$ cat src/rtl/seq_trojan_trigger.sv
// seq_trojan_trigger
// Watches a data bus for an ordered sequence of DEPTH patterns. Consecutive
// matched beats must be separated by fewer than MAX_GAP invalid cycles. Once
// the sequence has completed THRESHOLD times, the registered trigger fires.
//
// Optional build macro: TRIG_AUTOCLEAR_EN
//   undefined : FIRED is sticky until rst.
//   defined   : Tj_Trig stays high for HOLD cycles, then the detector clears
//               seq_count and re-arms.
//
// Ports
//   clk          rising-edge clock
//   rst          asynchronous active-high reset
//   state_valid  qualifies state for this cycle
//   state        observed bus, W bits
//   Tj_Trig      registered trigger
//   match_idx    index of the next expected pattern
//   seq_count    saturating count of completed sequences
module seq_trojan_trigger #(
  parameter int unsigned W         = 128,
  parameter int unsigned DEPTH     = 2,
  parameter logic [DEPTH*W-1:0] PATTERNS = '0,
  parameter int unsigned MAX_GAP   = 8,
  parameter int unsigned THRESHOLD = 1,
  parameter int unsigned CNT_W     = 8,
  parameter int unsigned HOLD      = 16
) (
  input  logic                         clk,
  input  logic                         rst,
  input  logic                         state_valid,
  input  logic [W-1:0]                 state,
  output logic                         Tj_Trig,
  output logic [$clog2(DEPTH+1)-1:0]   match_idx,
  output logic [CNT_W-1:0]             seq_count
);

  localparam int IDX_W = $clog2(DEPTH + 1);
  localparam int GAP_W = $clog2(MAX_GAP + 1);

  typedef enum logic [1:0] {
    IDLE     = 2'd0,
    MATCHING = 2'd1,
    FIRED    = 2'd2
  } fsm_t;

  fsm_t             fsm_q, fsm_d;
  logic [IDX_W-1:0] idx_q, idx_d;
  logic [GAP_W-1:0] gap_q, gap_d;
  logic [CNT_W-1:0] cnt_q, cnt_d;
  logic             trig_q;

`ifdef TRIG_AUTOCLEAR_EN
  localparam int HOLD_W = $clog2(HOLD + 1);
  logic [HOLD_W-1:0] hold_q, hold_d;
`endif

  // Unpack the flat pattern vector into one entry per sequence step.
  logic [W-1:0] pat [DEPTH];
  genvar gi;
  generate
    for (gi = 0; gi < DEPTH; gi++) begin : g_pat
      assign pat[gi] = PATTERNS[gi*W +: W];
    end
  endgenerate

  logic [W-1:0]     cur_pat;
  logic             hit_cur;
  logic             hit_first;
  logic [CNT_W-1:0] cnt_inc;
  logic [GAP_W-1:0] gap_inc;

  always_comb begin
    cur_pat = pat[0];
    for (int k = 0; k < DEPTH; k++) begin
      if (idx_q == IDX_W'(k)) cur_pat = pat[k];
    end
  end

  assign hit_cur   = (state == cur_pat);
  assign hit_first = (state == pat[0]);
  assign cnt_inc   = (cnt_q == '1) ? cnt_q : cnt_q + 1'b1;
  assign gap_inc   = gap_q + 1'b1;

  always_comb begin
    fsm_d = fsm_q;
    idx_d = idx_q;
    gap_d = gap_q;
    cnt_d = cnt_q;
`ifdef TRIG_AUTOCLEAR_EN
    hold_d = hold_q;
`endif
    if (fsm_q == FIRED) begin
`ifdef TRIG_AUTOCLEAR_EN
      // Last hold cycle: drop the trigger and re-arm from scratch.
      if (hold_q <= HOLD_W'(1)) begin
        fsm_d  = IDLE;
        idx_d  = '0;
        gap_d  = '0;
        cnt_d  = '0;
        hold_d = '0;
      end else begin
        hold_d = hold_q - 1'b1;
      end
`endif
    end else if (state_valid) begin
      if (hit_cur) begin
        gap_d = '0;
        if (idx_q == IDX_W'(DEPTH - 1)) begin
          idx_d = '0;
          cnt_d = cnt_inc;
          if (cnt_inc >= CNT_W'(THRESHOLD)) begin
            fsm_d = FIRED;
`ifdef TRIG_AUTOCLEAR_EN
            hold_d = HOLD_W'(HOLD);
`endif
          end else begin
            fsm_d = IDLE;
          end
        end else begin
          idx_d = idx_q + 1'b1;
          fsm_d = MATCHING;
        end
      end else if (fsm_q == MATCHING) begin
        // A mismatching beat may itself be the start of a new sequence.
        gap_d = '0;
        if (hit_first) begin
          idx_d = IDX_W'(1);
          fsm_d = MATCHING;
        end else begin
          idx_d = '0;
          fsm_d = IDLE;
        end
      end
    end else if (fsm_q == MATCHING) begin
      if (gap_inc == GAP_W'(MAX_GAP)) begin
        idx_d = '0;
        gap_d = '0;
        fsm_d = IDLE;
      end else begin
        gap_d = gap_inc;
      end
    end
  end

  always_ff @(posedge clk or posedge rst) begin
    if (rst) begin
      fsm_q  <= IDLE;
      idx_q  <= '0;
      gap_q  <= '0;
      cnt_q  <= '0;
      trig_q <= 1'b0;
`ifdef TRIG_AUTOCLEAR_EN
      hold_q <= '0;
`endif
    end else begin
      fsm_q  <= fsm_d;
      idx_q  <= idx_d;
      gap_q  <= gap_d;
      cnt_q  <= cnt_d;
      trig_q <= (fsm_d == FIRED);
`ifdef TRIG_AUTOCLEAR_EN
      hold_q <= hold_d;
`endif
    end
  end

  assign Tj_Trig   = trig_q;
  assign match_idx = idx_q;
  assign seq_count = cnt_q;

endmodule

$ cat config.mk
export PLATFORM = sky130hd
export DESIGN_NAME = seq_trojan_trigger
export DESIGN_NICKNAME = d
export VERILOG_FILES = /design/src/rtl/seq_trojan_trigger.sv
export SDC_FILE = /design/constraint.sdc
export NUM_CORES = 1
export LEC_CHECK = 0
export BUFFER_PORTS_ARGS = -buffer_cell sky130_fd_sc_hd__clkbuf_2
export CAP_MARGIN = 10
export CORE_ASPECT_RATIO = 2
export CORE_UTILIZATION = 39
export CTS_BUF_LIST = sky130_fd_sc_hd__clkbuf_4 sky130_fd_sc_hd__clkbuf_8
export CTS_CLUSTER_SIZE = 14
export DETAILED_ROUTE_END_ITERATION = 8
export GPL_ROUTABILITY_DRIVEN = 0
export HOLD_SLACK_MARGIN = 0.03
export PLACE_DENSITY = 0.87
export SKIP_CTS_REPAIR_TIMING = 1
export SLEW_MARGIN = 20
export SYNTH_ARGS = -nofsm -noshare
export SYNTH_HDL_FRONTEND = slang
export SYNTH_SLANG_ARGS = --single-unit
$ cat constraint.sdc
create_clock -name clk -period 4.7 [get_ports clk]
set_clock_uncertainty 0.05 [all_clocks]
set_input_delay 0.47 -clock clk [delete_from_list [all_inputs] [get_ports clk]]
set_output_delay 0.47 -clock clk [all_outputs]
set_load 0.05 [all_outputs]
# Word-level counts from Yosys, hierarchy flattened
# Index checks and enable logic that the tools add are counted.
# word_totals
regBits	17
in_bits	131
output_inout_bits	11
# op_classes
add_sub_neg	3
magnitude_cmp	1
eq_ne	6
muxes	20
bitwise	1
reduce_logical	7
# op_table
operator	n
128-bit logical NOT	1
2-bit 2-to-1 mux	14
4-bit 2-to-1 mux	5
8-bit by 1-bit adder with 8-bit output (second input constant)	1
8-bit equality test (second input constant)	1
8-bit by 1-bit >= comparator with 1-bit output (second input constant)	1
8-bit 2-to-1 mux	1
4-bit AND reduction	2
2-bit nonzero test	3
4-bit by 1-bit adder with 4-bit output (second input constant)	1
2-bit by 1-bit equality test with 1-bit output (second input constant)	2
2-bit equality test (second input constant)	2
4-bit equality test (second input constant)	1
3-bit AND reduction	1
2-bit by 1-bit adder with 2-bit output (second input constant)	1
1-bit NOT	1

# Longest topological paths before layout
# Gate-level depths: netlist (run 1).
# depth
depth_word	9
mapped_depth	7
ltp_nobuf	7

# Worst setup path after synthesis (run 1)
# No wires, ideal clock.
# synth_path
path_type	input to register
startpoint	input port state[5]
endpoint	register cnt_q[6] (netlist: seq_count[6])
setup_ns	0.128
t_arrival_ns	1.980
setup_slack_ns	2.543
cell_stages	6
path_buffers	0
cell_sequence	nor4_1 nand4_1 nor4_4 nand3_4 nor4_1 mux2_1
# synth_between
elab_chain_len	2
# synth_lines
element	line_no	rtl
start: declaration	31	input logic [W-1:0] state,
128-bit logical NOT	79	assign hit_cur = (state == cur_pat);
4-bit AND reduction (no line)	--	
end signal: assignment	159	cnt_q <= cnt_d;
end: declaration	49	logic [CNT_W-1:0] cnt_q, cnt_d;
# No other way between the ends.
# A chain may end at the register's enable or synchronous reset.

# Final worst setup path (run 1)
# Ends and elaborated chain as after synthesis.

==> results summary, run 1 <==
The flow ran to the end, but the final reports show violations. The final reports fail on DRC. Of the total power, the share spent switching nets is 0.231. The final count of negative-setup-slack endpoints is 0. The largest net degree at the start of global routing is 18.

The layout filler cell count came out at 288. The number of buffers and inverters on the critical path came out at 1. The number of top-level pins came out at 142. The filler-free cell count of the finished design is 334. Counting along the longest clock path gives a buffer depth of 2. The sequential cells in the finished layout cover a total of 425 µm². The number of placement rows is 30. The total negative setup slack came out at 0 ps. Dividing the detail-routed via count by the number of cells gives 5.57. The sequential cell fraction of total power is 0.456. The count of final max-slew check failures came out at 0. The worst pin sits at a relative slew slack of 0.550. The total nets after synthesis came out at 293. Power spread over the standard cell area amounts to 150 nW/µm². The clock transition at the register clock pins on the worst setup and hold paths after CTS is 70 ps. The maximum level of the CTS H-tree came out at 1.

The share of the yosys chip area belonging to registers is 0.314. For flop-to-flop paths, the worst setup slack is 2670 ps. In this run the standard cell core region covers 3340 µm². The flip-flop cell with the highest count after synthesis is sky130_fd_sc_hd__dfrtp_1. Sorting the synthesized cells by area gives the leading types as sky130_fd_sc_hd__dfrtp_1 31%, sky130_fd_sc_hd__nor4_1 16%, sky130_fd_sc_hd__nand4_1 5.1%. The largest stage delay on the critical path came out at 380 ps. The detailed-router iteration count before antenna repair came out at 6. The worst slack on hold paths came out at 233 ps. The layout-stage area growth over the synthesis result came out at 57.7%. The final antenna diode count came out at 0. The average wire per cell in the routed design came out at 14.3 µm.

The path class of the lowest-slack min-delay path is in2async. The number of vias in the routed layout is 1861. The most numerous cell on the critical path is sky130_fd_sc_hd__nor4_1.

The post-synthesis area per instance is 8.57 µm². Measured along the y axis, the die boundary spans 85.3 µm. The post-synthesis share of cell area spent on and, or, nand and nor gates came out at 0.425. Traced cell by cell, the critical path runs through clkbuf_2 > nor4_1 > nand4_1 > nor4_4 > nand3_4 > nor4_1 > mux2_1.

The endpoint identified for the worst register-to-register timing path is seq_count[7]. The peak clock frequency supported by timing is 425 MHz. The most common cell in the synthesized netlist is sky130_fd_sc_hd__nor4_1.

The number of placed instances with taps included is 330. The effective utilization at floorplan is 0.405. The cell at the slowest stage of the critical path is sky130_fd_sc_hd__nor4_1.

Of the total power, the clock network draws 0.344. The wire length reported by the detailed router came out at 4780 µm. The number of cells traversed by the worst register-to-register path is 5. The x dimension of the die came out at 43.7 µm.

The number of global-route vias before repair is 1805. The number of antenna violations at the first check in global routing came out at 0. The combinational power share is 0.200. The share of synthesized area in the top cell type comes to 0.314. The share of post-route cells with drive strength above 1 came out at 0.493. The internal power consumption came out at 247 µW. Dividing the final minimum period by the clock period gives 0.500. The final net count is 438. The required time of the worst setup path came out at 4790 ps. The number of DRC markers in iteration 0 came out at 43. The startpoint identified for the worst register-to-register timing path is fsm_q[1]. The worst setup path is of the in2reg kind. The worst setup path is captured at a flip-flop. By area, the combinational part of the netlist is dominated by simple AND/OR/NAND/NOR gates.

Of all nets on the critical path, the largest fanout is 16. The final hold violation count is 0. In this run the cell area of the synthesized design comes to 1350 µm². The Yosys step of the flow raised 0 warnings. The number of port buffers is 141. The xor and xnor area share after synthesis is 0.0323.

For this design the total switching power over the nets is 74.0 µW. The number of standard cells after synthesis is 158. The area of the die is 3730 µm². Counting flops with a built-in enable in the synthesized netlist gives 0. The later-pin clock latency in the skew report is 260 ps.

The HPWL after detailed placement came out at 4220 µm. The footprint of the multi-input gates is 887 µm². In the global route stage, overall resource usage came out at 0.265. Data on the critical path arrives at its endpoint at 2440 ps. In this run, CTS created clock tree buffers numbering 3.

For the pin with the worst max-slew slack, the measured transition is 674 ps. The reported leakage power came out at 0.00112 µW. For the finished layout, the period the worst path requires is 2350 ps. Grouping stages by cell kind, the critical path spends the most delay in simple AND/OR/NAND/NOR gates. The portion of netlist area occupied by mux cells is 0.0471. The netlist uses 38 different library cells. The number of maximum-capacitance violations came out at 0. The area fraction in compound gates after synthesis came out at 0.114. The async set-or-reset flop fraction in the synthesized netlist came out at 1.00. TritonCTS built the clock tree. The critical path launch point type is an input pin.

The adder-cell area share of the yosys netlist came out at 0.0370. The final global-route overflow total is 0. The commonest cells after synthesis are 34 x sky130_fd_sc_hd__nor4_1, 17 x sky130_fd_sc_hd__dfrtp_1, 11 x sky130_fd_sc_hd__nand4_1, 11 x sky130_fd_sc_hd__nor2_1, 10 x sky130_fd_sc_hd__nand2_1.

The cell at the root of the clock tree is sky130_fd_sc_hd__clkbuf_8. For this run, design rule violations remaining after detail routing come to 11. The biggest area contributor in the post-synthesis netlist is sky130_fd_sc_hd__dfrtp_1. Counting flops and latches in the post-synthesis netlist gives 17.

The worst ir drop on vdd came out at 0.0983 mV. The number of clock sinks seen by CTS is 17. The count of antenna-violating nets left after detailed routing came out at 0.

The first-pass GRT wire length came out at 7540 µm. Setup repair after global routing left no endpoint under its margin.
-- power by group through the flow --
stage	clock network (µW)	logic, µW	registers [µW]
final	110	64.1	146
after global routing	119	70.0	146
after CTS	114	64.8	146
after detailed placement	0	64.3	149
after global placement	0	62.6	149
after floorplan	0	8.28	149
-- area by class of cell --
type,count,share of cell area
sequential,17,0.199
tap,32,0.0188
timing repair buffer,141,0.331
inverter,8,0.0141
multi-input combinational,132,0.416
clock inverter,1,0.00234
clock buffer,3,0.0193
-- worst max-delay path by stage --
stage	endpoint	cells past startpoint	start
6_report	seq_count[6]	7	state[5]
5_1_grt	seq_count[6]	7	state[45]
4_1_cts	seq_count[6]	7	state[45]
3_5_place_dp	seq_count[6]	7	state[45]
3_3_place_gp	seq_count[6]	7	state[45]
2_1_floorplan	seq_count[6]	6	state[5]
-- cells in the final DEF, fill, tap and decap left out, types with 2 or more instances in the layout --
cell	instances
sky130_fd_sc_hd__a22o_1	2
sky130_fd_sc_hd__and2_1	3
sky130_fd_sc_hd__xor2_1	3
sky130_fd_sc_hd__ha_1	4
sky130_fd_sc_hd__o22ai_1	3
sky130_fd_sc_hd__nand2_1	10
sky130_fd_sc_hd__nor3_1	4
sky130_fd_sc_hd__mux2i_1	3
sky130_fd_sc_hd__nor2_1	11
sky130_fd_sc_hd__dfrtp_1	17
sky130_fd_sc_hd__a21oi_1	5
sky130_fd_sc_hd__nor4_1	34
sky130_fd_sc_hd__clkbuf_2	141
sky130_fd_sc_hd__o21a_1	2
sky130_fd_sc_hd__o21ai_1	3
sky130_fd_sc_hd__inv_1	8
sky130_fd_sc_hd__a21o_1	2
sky130_fd_sc_hd__or3_1	2
sky130_fd_sc_hd__mux2_1	3
sky130_fd_sc_hd__nor4_4	2
sky130_fd_sc_hd__clkbuf_8	3
sky130_fd_sc_hd__xnor2_1	2
sky130_fd_sc_hd__nand3_1	5
sky130_fd_sc_hd__nand4_1	11
sky130_fd_sc_hd__nand2b_1	4
-- metal layers --
metal,part of all wire,global-route usage,vias to the layer above,wire [µm]
met4,0.019,0.0852,0,89
met1,0.34,0.273,827,1630
li1,-,-,908,-
met2,0.55,0.514,118,2630
met3,0.091,0.0340,8,434
met5,0,0,-,0
-- through the flow --
step                      total power, µW  cell area (µm²)  worst slack, ps   util
after floorplan                       157             1350             2540      -
after global placement                212             2090             2110  0.625
after detailed placement              213             2090             2060  0.625
after CTS                             325             2130             2340  0.639
after global routing                  336             2130             2180  0.639
final                                 321             2130             2350  0.639
-- cell families (layout without fill, tap and decap cells) --
logic type	count (synthesis)	in the layout
xor+xnor	5	5
flops	17	17
compound gates	23	23
fa+ha+maj	4	4
mux	6	6
simple gates	94	94
buf+inv	9	153
-- sequential cells by signal, summed over array words and instances (netlist names) --
register,count
Tj_Trig,1
fsm_q,2
gap_q,4
match_idx,2
seq_count,8
Note: power is estimated with default switching activity, not from simulation.
==> run 2: changes to the inputs <==
ABC_AREA = 1   (was unset)
CORE_UTILIZATION = 35   (was 39)
PLACE_DENSITY = 0.78   (was 0.87)
clock period = 2.1 ns   (was 4.7 ns; I/O delays follow)
==> results summary, run 2 <==
The flow ran to the end, but the final reports show violations. The final reports fail on hold timing. Broken down by cell family, the worst path's largest delay share belongs to simple AND/OR/NAND/NOR gates. The number of top-level pins is 142 (unchanged).

The share of the cycle needed by the critical path after routing is 0.856. The total nets after synthesis came out at 407 (+39%). The final design utilization came out at 0.565 (-0.0740). The required time of the worst setup path is 2200 ps (-2590 ps).

The critical path goes through ha_1 > nand2_1 > inv_1 > nand3_2 > nand2_1 > nand3b_1 > nor2_1 > nand3_1 > nand3_1 > nand2_1 > nand2_1 > inv_1. The maximum level of the CTS H-tree is 1 (unchanged). The x dimension of the die is 49.0 µm (+12%). The effective utilization at floorplan is 0.371 (-0.0341).

Setup repair after global routing left no endpoint under its margin. The number of flip-flops under the largest register name came to 8 (unchanged). The area of the die came out at 4710 µm² (+26%). The cell at the root of the clock tree is sky130_fd_sc_hd__clkbuf_8. The reported leakage power came to 0.00136 µW (+22%). The worst slack on hold paths came out at -33.5 ps (-267 ps). The async set-or-reset flop fraction in the synthesized netlist is 1.00 (unchanged). The portion of synthesized cell area occupied by the leading cell type was 0.275 (-0.0394). The share of the yosys chip area belonging to registers is 0.275 (-0.0394). The number of vias in the routed layout was 2177 (+17%). The number of antenna violations at the first check in global routing is 0 (unchanged). The average wire per cell in the routed design came out at 10.3 µm (-28%). The peak clock frequency supported by timing is 556 MHz. The chip height is 96.0 µm (+13%). The share of post-route cells with drive strength above 1 is 0.373 (-0.121).

The count of antenna-violating nets left after detailed routing was 0 (unchanged). The number of standard cells after synthesis came out at 272 (+72%). The number of global-route vias before repair came out at 2217 (+23%). The later-pin clock latency in the skew report is 260 ps (about the same). The core outline area is 4170 µm² (+25%).

The number of port buffers was 141 (unchanged). The final count of negative-setup-slack endpoints is 0 (unchanged). The first-pass GRT wire length was 8160 µm (+8.2%). The highest metal layer carrying signal wires in the routed design is met4.

The number of distinct library cell variants in the gate-level netlist after synthesis is 20 (-47%). The most numerous cell on the critical path is sky130_fd_sc_hd__nand2_1. The number of placement rows came to 33 (+10%). The final net count came to 552 (+26%). The count of flip-flops with a built-in enable after synthesis is 0 (unchanged). The layout-stage area growth over the synthesis result is 52.2%.

The tightest slew margin relative to the limit is 0.566 (+0.0157). The largest net degree at the start of global routing is 18 (unchanged). The largest total area in the synthesized netlist belongs to sky130_fd_sc_hd__dfrtp_1. The cell at the slowest stage of the critical path is sky130_fd_sc_hd__dfrtp_1. The worst ir drop on vdd is 0.256 mV (+160%). The cell area after synthesis is 1550 µm² (+14%). The minimum clock period is 1800 ps. The total negative setup slack came out at 0 ps (unchanged). The number of clock buffers inserted by TritonCTS came out at 3 (unchanged).

In the layout the commonest cells are 141 x sky130_fd_sc_hd__clkbuf_2, 97 x sky130_fd_sc_hd__nor2_1, 82 x sky130_fd_sc_hd__nand2_1. The number of maximum-capacitance violations is 0 (unchanged). In this run the worst hold path is classified as in2async. The post-synthesis area per instance came out at 5.69 µm² (-34%).

The number of buffers and inverters on the critical path was 2 (+1). The highest net fanout along the worst path came to 9 (-7). The number of flip-flops and latches in the synthesized netlist is 17 (unchanged). The most common cell in the synthesized netlist is sky130_fd_sc_hd__nor2_1. The critical path is of the reg2reg type. Leaving out fill and tap cells, the most frequent cell in the layout is sky130_fd_sc_hd__clkbuf_2. The average vias per placed instance came out at 4.65 (-17%).

The arrival time of data at the critical path endpoint is 1900 ps (-540 ps). The final hold violation count is 17 (+17). The most used flip-flop cell after synthesis is sky130_fd_sc_hd__dfrtp_1. The largest stage delay on the critical path is 420 ps (+40 ps). The HPWL after detailed placement came out at 4420 µm (+4.8%). The critical path launch point type is a flip-flop. The count of final max-slew check failures came out at 0 (unchanged).

The number of clock sinks seen by CTS is 17 (unchanged). TritonCTS built the clock tree. The final global-route overflow total came out at 0 (unchanged). The routed length on met3 is 266 µm (-39%). The post-route DRC violation count came to 0 (-11). The worst setup path is captured at a flip-flop. The met2 routed wirelength came out at 2750 µm (+4.8%). The number of warnings reported in the yosys synthesis log came out at 0 (unchanged). The global router's overall resource usage came out at 0.226 (-0.0394).

The number of DRC markers in iteration 0 is 21 (-51%). The detailed-router iteration count before antenna repair was 4 (-2). The wire length reported by the detailed router is 4830 µm (+1.0%). Sorting the synthesized cells by how often they occur yields 97 x sky130_fd_sc_hd__nor2_1, 82 x sky130_fd_sc_hd__nand2_1, 23 x sky130_fd_sc_hd__inv_1, 19 x sky130_fd_sc_hd__nand3_1, 17 x sky130_fd_sc_hd__dfrtp_1.

The actual slew at the worst max-slew pin is 651 ps (-23.5 ps). The power per cell area is 325 nW/µm² (+120%). The layout filler cell count came to 451 (+57%). The detailed-routing wirelength on met1 was 1680 µm (+2.9%). The final antenna diode count was 0 (unchanged). In the post-synthesis netlist, the biggest area contributors are sky130_fd_sc_hd__dfrtp_1 27%, sky130_fd_sc_hd__nor2_1 24%, sky130_fd_sc_hd__nand2_1 20%. The clock transition at the register clock pins on the worst setup and hold paths after CTS came out at 60 ps (about the same). The largest buffer count on any clock path is 2 (unchanged).
run 2: changes by cell type in the layout (fill, tap and decap cells not counted), moves of 4 or more:
| cell | before | now |
|---|---|---|
| sky130_fd_sc_hd__nand3_1 | 5 | 19 |
| sky130_fd_sc_hd__nor4_1 | 34 | 0 |
| sky130_fd_sc_hd__nor2_1 | 11 | 97 |
| sky130_fd_sc_hd__nand2b_1 | 4 | 0 |
| sky130_fd_sc_hd__o21ai_0 | 1 | 7 |
| sky130_fd_sc_hd__nand2_1 | 10 | 82 |
| sky130_fd_sc_hd__inv_1 | 8 | 23 |
| sky130_fd_sc_hd__nand4_1 | 11 | 5 |
run 2: cell type report:
cell class	instances	area, µm²	share of cell area
well taps	52	65.1	0.0276
repair buffers	141	706	0.300
clock buffers	4	48.8	0.0207
inverters	23	86.3	0.0366
flip-flops and latches	17	425	0.181
multi-input cells	231	1020	0.435
run 2: where the power goes:
part	switching [µW]	total, µW	internal (µW)
clock	108	256	148
sequential	3.52	334	331
combinational	68.9	175	106
total	181	765	585
run 2: metrics by stage:
stage                     hold WS, ps  power, µW  area (µm²)  cells  setup slack, ps
after floorplan                  86.1        389        1550    272              127
after global placement            247        514        2310    464              317
after detailed placement          261        518        2310    464              297
after CTS                       -15.9        778        2360    468              291
after global routing             32.8        815        2360    468              102
final                           -33.5        765        2360    468              302
run 2: kinds of logic (layout without fill, tap and decap cells):
group           count (synthesis)  after routing  share of synthesized area
fa+ha+maj                       4              4                     0.0323
xor+xnor                        3              3                     0.0170
simple gates                  212            212                      0.567
buf+inv                        24            168                     0.0631
compound gates                 12             12                     0.0461
flops                          17             17                      0.275
run 2: worst reg2reg max path: stages, from the launching register on:
cell,delay [ps]
sky130_fd_sc_hd__dfrtp_1,420
sky130_fd_sc_hd__ha_1,250
sky130_fd_sc_hd__nand2_1,70
sky130_fd_sc_hd__inv_1,110
sky130_fd_sc_hd__nand3_2,180
sky130_fd_sc_hd__nand2_1,130
sky130_fd_sc_hd__nand3b_1,80
sky130_fd_sc_hd__nor2_1,80
sky130_fd_sc_hd__nand3_1,80
sky130_fd_sc_hd__nand3_1,70
sky130_fd_sc_hd__nand2_1,70
sky130_fd_sc_hd__nand2_1,70
sky130_fd_sc_hd__inv_1,30
run 2: final timing paths:
path | start | to | slack [ps] | depth (start not counted)
setup / recovery | seq_count[1] | Tj_Trig | 300 | 12
hold / removal | rst | seq_count[4] | -30 | 2
setup reg to reg | seq_count[1] | Tj_Trig | 300 | 12
hold reg to reg | match_idx[1] | match_idx[1] | 500 | 2
max in group asynchronous | rst | seq_count[2] | 1610 | 2
min in group clk | state_valid | match_idx[0] | 190 | 3
run 2: layer usage:
layer / track usage / up-vias
li1: - / 1130
met1: 0.188 / 926
met2: 0.493 / 108
met3: 0.0205 / 13
met4: 0.120 / 0
met5: 0 / -
